===== src/rtl/svm_feature_sequencer_if.sv =====
// -----------------------------------------------------------------------------
// svm_feature_sequencer_if
//
// Purpose:
//   Groups the two handshakes of the SVM feature sequencer into one bundle.
//   - The serial feature-word stream comes in (feat_*).
//   - The packed modality vector goes out to the SVM (in_features / fin_*).
//
// Signals:
//   feat_in       signed feature word, one per beat
//   feat_valid    feat_in valid
//   feat_ready    sequencer accepts feat_in this cycle
//   in_features   packed vector; feature j at [j*NBITS +: NBITS]
//   fin_valid     in_features valid
//   fin_ready     SVM accepts in_features
//   fin_modality  0 = valence vector presented, 1 = arousal vector presented
//
// Modports:
//   master  the sequencer side (drives the vector toward the SVM)
//   slave   the environment side (feeds words, consumes vectors)
// -----------------------------------------------------------------------------
interface svm_feature_sequencer_if #(
    parameter int NBITS   = 16,
    parameter int F_WIDTH = 20
);
    logic signed [NBITS-1:0]         feat_in;
    logic                            feat_valid;
    logic                            feat_ready;
    logic        [NBITS*F_WIDTH-1:0] in_features;
    logic                            fin_valid;
    logic                            fin_ready;
    logic                            fin_modality;

    modport master (
        input  feat_in, feat_valid, fin_ready,
        output feat_ready, in_features, fin_valid, fin_modality
    );

    modport slave (
        output feat_in, feat_valid, fin_ready,
        input  feat_ready, in_features, fin_valid, fin_modality
    );
endinterface


===== src/rtl/svm_feature_sequencer.sv =====
// -----------------------------------------------------------------------------
// svm_feature_sequencer
//
// Purpose:
//   Upstream stage of the SVM classifier.
//   - Collects a serial stream of signed feature words: F_WIDTH valence words,
//     then F_WIDTH arousal words per entry.
//   - Presents them to the SVM as two packed vectors, valence first, then
//     arousal.
//   - Assembly and output are separate stages, so entry N+1 fills while
//     entry N is being consumed.
//
// Ports:
//   clk          clock
//   rst          asynchronous, active-high reset
//   seq          svm_feature_sequencer_if.master (feature stream in, vector out)
//   entry_count  16-bit count of completed entries (SVM_SEQ_ENTRY_CNT_EN only)
//
// Configuration:
//   SVM_SEQ_ENTRY_CNT_EN  when defined, adds the entry_count port and counter.
//                         The counter wraps 0xFFFF -> 0x0000.
// -----------------------------------------------------------------------------
module svm_feature_sequencer #(
    parameter int NBITS       = 16,
    parameter int F_WIDTH     = 20,
    parameter int LOG_F_WIDTH = $clog2(F_WIDTH)
) (
    input  logic                           clk,
    input  logic                           rst,
    svm_feature_sequencer_if.master        seq
`ifdef SVM_SEQ_ENTRY_CNT_EN
    ,
    output logic [15:0]                    entry_count
`endif
);
    localparam int VW = NBITS * F_WIDTH;
    localparam logic [LOG_F_WIDTH-1:0] IDX_LAST = LOG_F_WIDTH'(F_WIDTH - 1);

    typedef enum logic [1:0] {FILL_V, FILL_A, ASM_FULL}  asm_state_t;
    typedef enum logic [1:0] {OUT_EMPTY, SEND_V, SEND_A} out_state_t;

    asm_state_t asm_state, asm_next;
    out_state_t out_state, out_next;

    logic [LOG_F_WIDTH-1:0] idx_p0;
    logic [VW-1:0]          val_hold_p0;
    logic [VW-1:0]          aro_hold_p0;
    logic [VW-1:0]          feat_out_p1;
    logic [VW-1:0]          aro_out_p1;

    logic beat_acc;
    logic transfer;
    logic out_hs;

    // Ready is gated by rst so upstream never sees a beat accepted during reset.
    assign seq.feat_ready   = ~rst & (asm_state != ASM_FULL);
    assign beat_acc         = seq.feat_valid & seq.feat_ready;
    assign transfer         = (asm_state == ASM_FULL) & (out_state == OUT_EMPTY);
    assign seq.fin_valid    = (out_state != OUT_EMPTY);
    assign seq.fin_modality = (out_state == SEND_A);
    assign seq.in_features  = feat_out_p1;
    assign out_hs           = seq.fin_valid & seq.fin_ready;

    always_comb begin
        asm_next = asm_state;
        out_next = out_state;

        case (asm_state)
            FILL_V:   if (beat_acc && idx_p0 == IDX_LAST) asm_next = FILL_A;
            FILL_A:   if (beat_acc && idx_p0 == IDX_LAST) asm_next = ASM_FULL;
            ASM_FULL: if (transfer) asm_next = FILL_V;
            default:  asm_next = FILL_V;
        endcase

        case (out_state)
            OUT_EMPTY: if (transfer) out_next = SEND_V;
            SEND_V:    if (out_hs) out_next = SEND_A;
            SEND_A:    if (out_hs) out_next = OUT_EMPTY;
            default:   out_next = OUT_EMPTY;
        endcase
    end

    always_ff @(posedge clk or posedge rst) begin
        if (rst) begin
            asm_state <= FILL_V;
            out_state <= OUT_EMPTY;
            idx_p0    <= '0;
        end else begin
            asm_state <= asm_next;
            out_state <= out_next;
            if (beat_acc)
                idx_p0 <= (idx_p0 == IDX_LAST) ? '0 : idx_p0 + LOG_F_WIDTH'(1);
        end
    end

    // ---- stage p0: assembly holding registers (data only, no reset) ----
    always_ff @(posedge clk) begin
        if (beat_acc) begin
            if (asm_state == FILL_V)
                val_hold_p0[idx_p0*NBITS +: NBITS] <= seq.feat_in;
            else
                aro_hold_p0[idx_p0*NBITS +: NBITS] <= seq.feat_in;
        end
    end

    // ---- stage p1: output registers ----
    // The valence vector goes straight to the presented register.
    // The arousal vector is parked in aro_out_p1, because assembly may
    // overwrite aro_hold_p0 before the valence handshake completes.
    always_ff @(posedge clk) begin
        if (transfer)
            aro_out_p1 <= aro_hold_p0;
    end

    always_ff @(posedge clk or posedge rst) begin
        if (rst)
            feat_out_p1 <= '0;
        else if (transfer)
            feat_out_p1 <= val_hold_p0;
        else if (out_state == SEND_V && out_hs)
            feat_out_p1 <= aro_out_p1;
    end

`ifdef SVM_SEQ_ENTRY_CNT_EN
    logic [15:0] entry_count_q;

    always_ff @(posedge clk or posedge rst) begin
        if (rst)
            entry_count_q <= 16'd0;
        else if (out_state == SEND_A && out_hs)
            entry_count_q <= entry_count_q + 16'd1;
    end

    assign entry_count = entry_count_q;
`endif
endmodule


===== src/flat_wrapper.sv =====
// flat-port wrapper written by rule: the top's interface ports become plain ports
module svm_feature_sequencer_flat 
#(
    parameter int NBITS       = 16,
    parameter int F_WIDTH     = 20,
    parameter int LOG_F_WIDTH = $clog2(F_WIDTH)
)
  (clk, rst, seq_feat_in, seq_feat_valid, seq_fin_ready, seq_feat_ready, seq_in_features, seq_fin_valid, seq_fin_modality);
  svm_feature_sequencer_if #(.NBITS(NBITS), .F_WIDTH(F_WIDTH)) seq_i ();
  input  logic clk;
  input  logic rst;
  input wire logic [$bits(seq_i.feat_in)-1:0] seq_feat_in;
  input wire logic [$bits(seq_i.feat_valid)-1:0] seq_feat_valid;
  input wire logic [$bits(seq_i.fin_ready)-1:0] seq_fin_ready;
  output wire logic [$bits(seq_i.feat_ready)-1:0] seq_feat_ready;
  output wire logic [$bits(seq_i.in_features)-1:0] seq_in_features;
  output wire logic [$bits(seq_i.fin_valid)-1:0] seq_fin_valid;
  output wire logic [$bits(seq_i.fin_modality)-1:0] seq_fin_modality;
  assign seq_i.feat_in = seq_feat_in;
  assign seq_i.feat_valid = seq_feat_valid;
  assign seq_i.fin_ready = seq_fin_ready;
  assign seq_feat_ready = seq_i.feat_ready;
  assign seq_in_features = seq_i.in_features;
  assign seq_fin_valid = seq_i.fin_valid;
  assign seq_fin_modality = seq_i.fin_modality;
  svm_feature_sequencer #(.NBITS(NBITS), .F_WIDTH(F_WIDTH), .LOG_F_WIDTH(LOG_F_WIDTH)) u_core (.clk(clk), .rst(rst), .seq(seq_i));
endmodule

===== config.mk =====
export PLATFORM = sky130hd
export DESIGN_NAME = svm_feature_sequencer_flat
export DESIGN_NICKNAME = d
export VERILOG_FILES = /design/src/rtl/svm_feature_sequencer_if.sv /design/src/rtl/svm_feature_sequencer.sv /design/src/flat_wrapper.sv
export SDC_FILE = /design/constraint.sdc
export NUM_CORES = 2
export LEC_CHECK = 0
export CORE_MARGIN = 2
export CORE_UTILIZATION = 35
export CTS_CLUSTER_DIAMETER = 100
export CTS_CLUSTER_SIZE = 24
export DETAILED_ROUTE_END_ITERATION = 10
export MAX_ROUTING_LAYER = met4
export PLACE_DENSITY = 0.49
export REMOVE_ABC_BUFFERS = 1
export SKIP_LAST_GASP = 1
export SLEW_MARGIN = 20
export SYNTH_ARGS = -nofsm -noshare
export SYNTH_HDL_FRONTEND = slang
export SYNTH_SLANG_ARGS = --single-unit

===== constraint.sdc =====
create_clock -name clk -period 18.7 [get_ports clk]
set_clock_uncertainty 0.2 [all_clocks]
set_input_delay 3.74 -clock clk [delete_from_list [all_inputs] [get_ports clk]]
set_output_delay 3.74 -clock clk [all_outputs]
set_load 0.05 [all_outputs]

== After elaboration in Yosys (flattened, before gate mapping) ==
Index checks and enable logic that the tools add are counted.
Storage, ports and cells
  register bits after elaboration: 1289
  logic and storage cells: 52
Cells by class
  add/sub/neg operators: 2
  mux-type cells: 13
  shift-type cells: 2
  bitwise operators: 6
  reductions and logical operators: 10
  eq/ne operators: 12
Operator list (count)
  $bwmux 320: 2
  $mux 320: 2
  $shift 16x34->320 const A: 1
  $shiftx 16x34->320: 1
  $neg 9->34: 1
  $mux 2: 6
  $ne 2x1->1 const B: 6
  $pmux 2 s3: 2
  $reduce_and 3->1: 2
  $add 5x1->5 const B: 1
  $eq 5x5->1 const B: 1
  $mux 5: 1
  $and 1x1->1: 4
  $eq 2x1->1 const B: 2
  $eq 2x2->1 const B: 2
  $logic_not 2->1: 2
  $reduce_and 2->1: 2
  $reduce_bool 2->1: 2
  $logic_and 1x1->1: 2
  $ne 2x2->1 const B: 1
  $not 1->1: 2

== Logic depth before layout (Yosys ltp) ==
  depth in word-level cells: 6
  depth in mapped cells: 11

== Worst setup path before layout ==
OpenSTA, ideal clock, no wires.
  kind: input to output
  from: input port rst
  to: output port seq_feat_ready
  cell stages on the path: 1
  slack: 10366 ps
  data required time: 14760 ps
  data arrival time: 4394 ps
  buffers on the path: 0
  path through: nor2_1
Between the ends
  word-level cells in the longest chain between the ends: 2
RTL lines
  start: declaration: line flat_wrapper.sv:11  | input logic rst;
  $not 1->1: line svm_feature_sequencer.sv:56  | assign seq.feat_ready = ~rst & (asm_state != ASM_FULL);
  $and 1x1->1: line svm_feature_sequencer.sv:56
  end: declaration: line flat_wrapper.sv:15  | output wire logic [$bits(seq_i.feat_ready)-1:0] seq_feat_ready;
No other way between the ends.

== Worst setup path in the final report ==
Ends and elaborated chain as after synthesis.

==> impl_metrics.py <==
metrics = {
    "grt": {
        "grt.total_usage": 0.1665,
        "grt_pass1_wl_microns": 165900,
        "grt_overflow": 0,
        "antenna_found_initial": 5,
        "grt_pass1_vias": 23960,
        "grt_max_degree": 184,
    },
    "routing": {
        "ant_nets": 0,
        "first_pass_iters": 5,
        "drt-initial-drc-count": 1596,
        "dr_total_vias": 23080,
        "route.final.wire_length_microns": 114100,
        "wire_per_inst_microns": 24.21,
        "vias_per_cell": 4.896,
        "drc_errors": 0,
    },
    "synth": {
        "synth.top_cell.area_share": 0.6039,
        "synth.area.top_cells": "edfxtp_1, dfrtp_1, mux2_1",
        "synth_area_sq_mm": 0.04774,
        "synth_cell_types": 49,
        "syn_avg_cell_area_sq_um": 18.61,
        "synth-seq-area-share": 0.7763,
        "yosys_warnings": 0,
        "ys_seq_elements": 1289,
        "yosysMostFrequentCell": "edfxtp_1",
        "synth_edf_count": 960,
        "synthCells": 2565,
        "async_flop_share": 0.2552,
        "synth-main-ff-cell": "edfxtp_1",
        "yosysTopAreaCell": "edfxtp_1",
        "synthTopCellsByCount": "edfxtp_1, mux2_1, dfrtp_1",
    },
    "floorplan": {
        "num_rows": 135,
        "dieArea_sq_mm": 0.1394,
        "num_io_pins": 343,
        "die_x_microns": 373.3,
        "start_util": 0.3524,
        "core_sq_mm": 0.1355,
        "die_y_microns": 373.3,
    },
    "status": {
        "status": "complete, no violations",
    },
    "place": {
        "gp_congestion": 0.7557,
        "numPortBuffers": 342,
        "dpl.hpwl_microns": 68800,
        "placedCellCount": 4588,
    },
    "sta": {
        "final-hold-violation-count": 0,
        "rsz0062_at_grt": "false",
        "hold_ws_ns": 0.2115,
        "final-setup-viol-count": 0,
        "relSlewSlack": 0.2643,
        "worst_slew_pin_slew_ns": 1.100,
        "fin_crit_sh": 0.4986,
        "min_period_ns": 9.324,
        "fmax_mhz": 107.3,
        "finalMaxSlewViolations": 0,
    },
    "worst_setup_path": {
        "critPathArrivalTime_ns": 5.38,
        "startpoint_type": "input pin",
        "end_kind": "primary output",
        "cp.required_ns": 14.76,
        "critPathKind": "in -> out",
        "path_max_fanout": 6,
    },
    "flow_run": {
        "drv_cap": 0,
    },
    "clocking": {
        "post_cts_buffers": 0,
        "clock_latency_ns": 0.66,
        "path_clk_slew_ns": 0.10,
        "cts_tree": "done",
        "h-tree-depth": 3,
        "cts_buffers": 66,
        "clockBufferDepth": 3,
        "cts_hold_buf": 0,
        "cts_root_buf": "clkbuf_16",
        "clkSinkCount": 1289,
        "cts_resized": 0,
    },
    "power": {
        "p_leak_nw": 18.28,
        "vdd_drop_max_uv": 103.0,
        "power_density_mw_per_mm2": 139.3,
    },
    "cells_and_area": {
        "fin_util": 0.4098,
        "nets": 2900,
        "area.sequential_sq_mm": 0.03706,
        "instances_no_fill": 4714,
        "multi_input_area_sq_mm": 0.01013,
        "areaGrowthSynthToFinish_pct": 16.30,
        "nFillCells": 12060,
        "drive_above_1_share": 0.1771,
    },
    "min_path": {
        "hold_class": "reg -> reg",
    },
}
[per-layer routing]
metal	part of all wire	global-route usage	vias up
met2	0.49	0.2704	515
met5	0	-	-
met3	0.040	0.02389	117
met4	0.022	0.04240	0
met1	0.45	0.2207	12070
li1	-	-	10380
[path summary, 6_finish.rpt]
path | from | slack (ns) | cells past startpoint | to
max reg2reg | u_core.idx_p0[0] | 13.76 | 7 | u_core.val_hold_p0[294]
min reg2reg | u_core.aro_hold_p0[207] | 0.21 | 0 | u_core.aro_out_p1[207]
min in group asynchronous | rst | 3.59 | 2 | u_core.seq.in_features[208]
max | rst | 9.38 | 3 | seq_feat_ready
max in group asynchronous | rst | 12.67 | 4 | u_core.seq.in_features[300]
min | u_core.aro_hold_p0[207] | 0.21 | 0 | u_core.aro_out_p1[207]
[flip-flops by register name (all words and copies together) (netlist names)]
| name | flops |
|---|---|
| u_core.out_state | 2 |
| u_core.aro_hold_p0 | 320 |
| u_core.asm_state | 2 |
| u_core.aro_out_p1 | 320 |
| u_core.seq.in_features | 320 |
| u_core.val_hold_p0 | 320 |
| u_core.idx_p0 | 5 |
[worst max-delay path: stages]
cell and delay (ns):
clkdlybuf4s50_1 0.64, nor2_1 0.19, clkdlybuf4s50_1 0.82
[through the flow]
stage	total power [mW]	setup TNS, ns	worst slack (ns)	instance area [sq um]
final	7.736	0	9.376	55520
after global routing	8.053	0	9.318	55510
after CTS	7.852	0	9.338	55450
after detailed placement	6.190	0	9.337	53410
after global placement	6.143	0	9.313	53320
after floorplan	5.150	-2082.16	-4.367	46860
[layout make-up]
| class | count | area share |
|---|---|---|
| Inverter | 9 | 0.0007437 |
| Timing Repair Buffer | 405 | 0.07216 |
| Multi-Input combinational cell | 1106 | 0.1824 |
| Sequential cell | 1289 | 0.6676 |
| Clock buffer | 111 | 0.03509 |
| Tap cell | 1781 | 0.04014 |
| Antenna cell | 3 | 0.0001352 |
| Clock inverter | 10 | 0.001780 |
[power by group]
| group | switching [mW] | internal (mW) | leakage, nW |
|---|---|---|---|
| clock network | 0.913 | 0.733 | 0.985 |
| registers | 0.227 | 3.39 | 12.5 |
| logic | 1.72 | 0.754 | 4.77 |
| total | 2.86 | 4.88 | 18.3 |
[cells by family after synthesis]
family          share of synthesized area
flops                              0.7763
mux                                0.1512
simple gates                      0.04833
buf+inv                           0.01898
compound gates                   0.003801
xor+xnor                        0.0005505
fa+ha+maj                       0.0007864
[layout by cell type, fill, tap and decap left out, drive strengths merged, types with 3 or more instances in the layout]
| master | count |
|---|---|
| nor4b | 3 |
| edfxtp | 960 |
| nand4 | 5 |
| clkdlybuf4s50 | 342 |
| nand2b | 3 |
| dfrtp | 329 |
| o2111ai | 3 |
| or3 | 3 |
| nor3 | 326 |
| o21ai | 7 |
| inv | 17 |
| nand2 | 28 |
| diode | 3 |
| nand3 | 12 |
| clkbuf | 111 |
| nor2b | 7 |
| mux2 | 641 |
| and2 | 16 |
| ha | 3 |
| buf | 63 |
| nor2 | 23 |
Power figures use the tool's default switching activity.
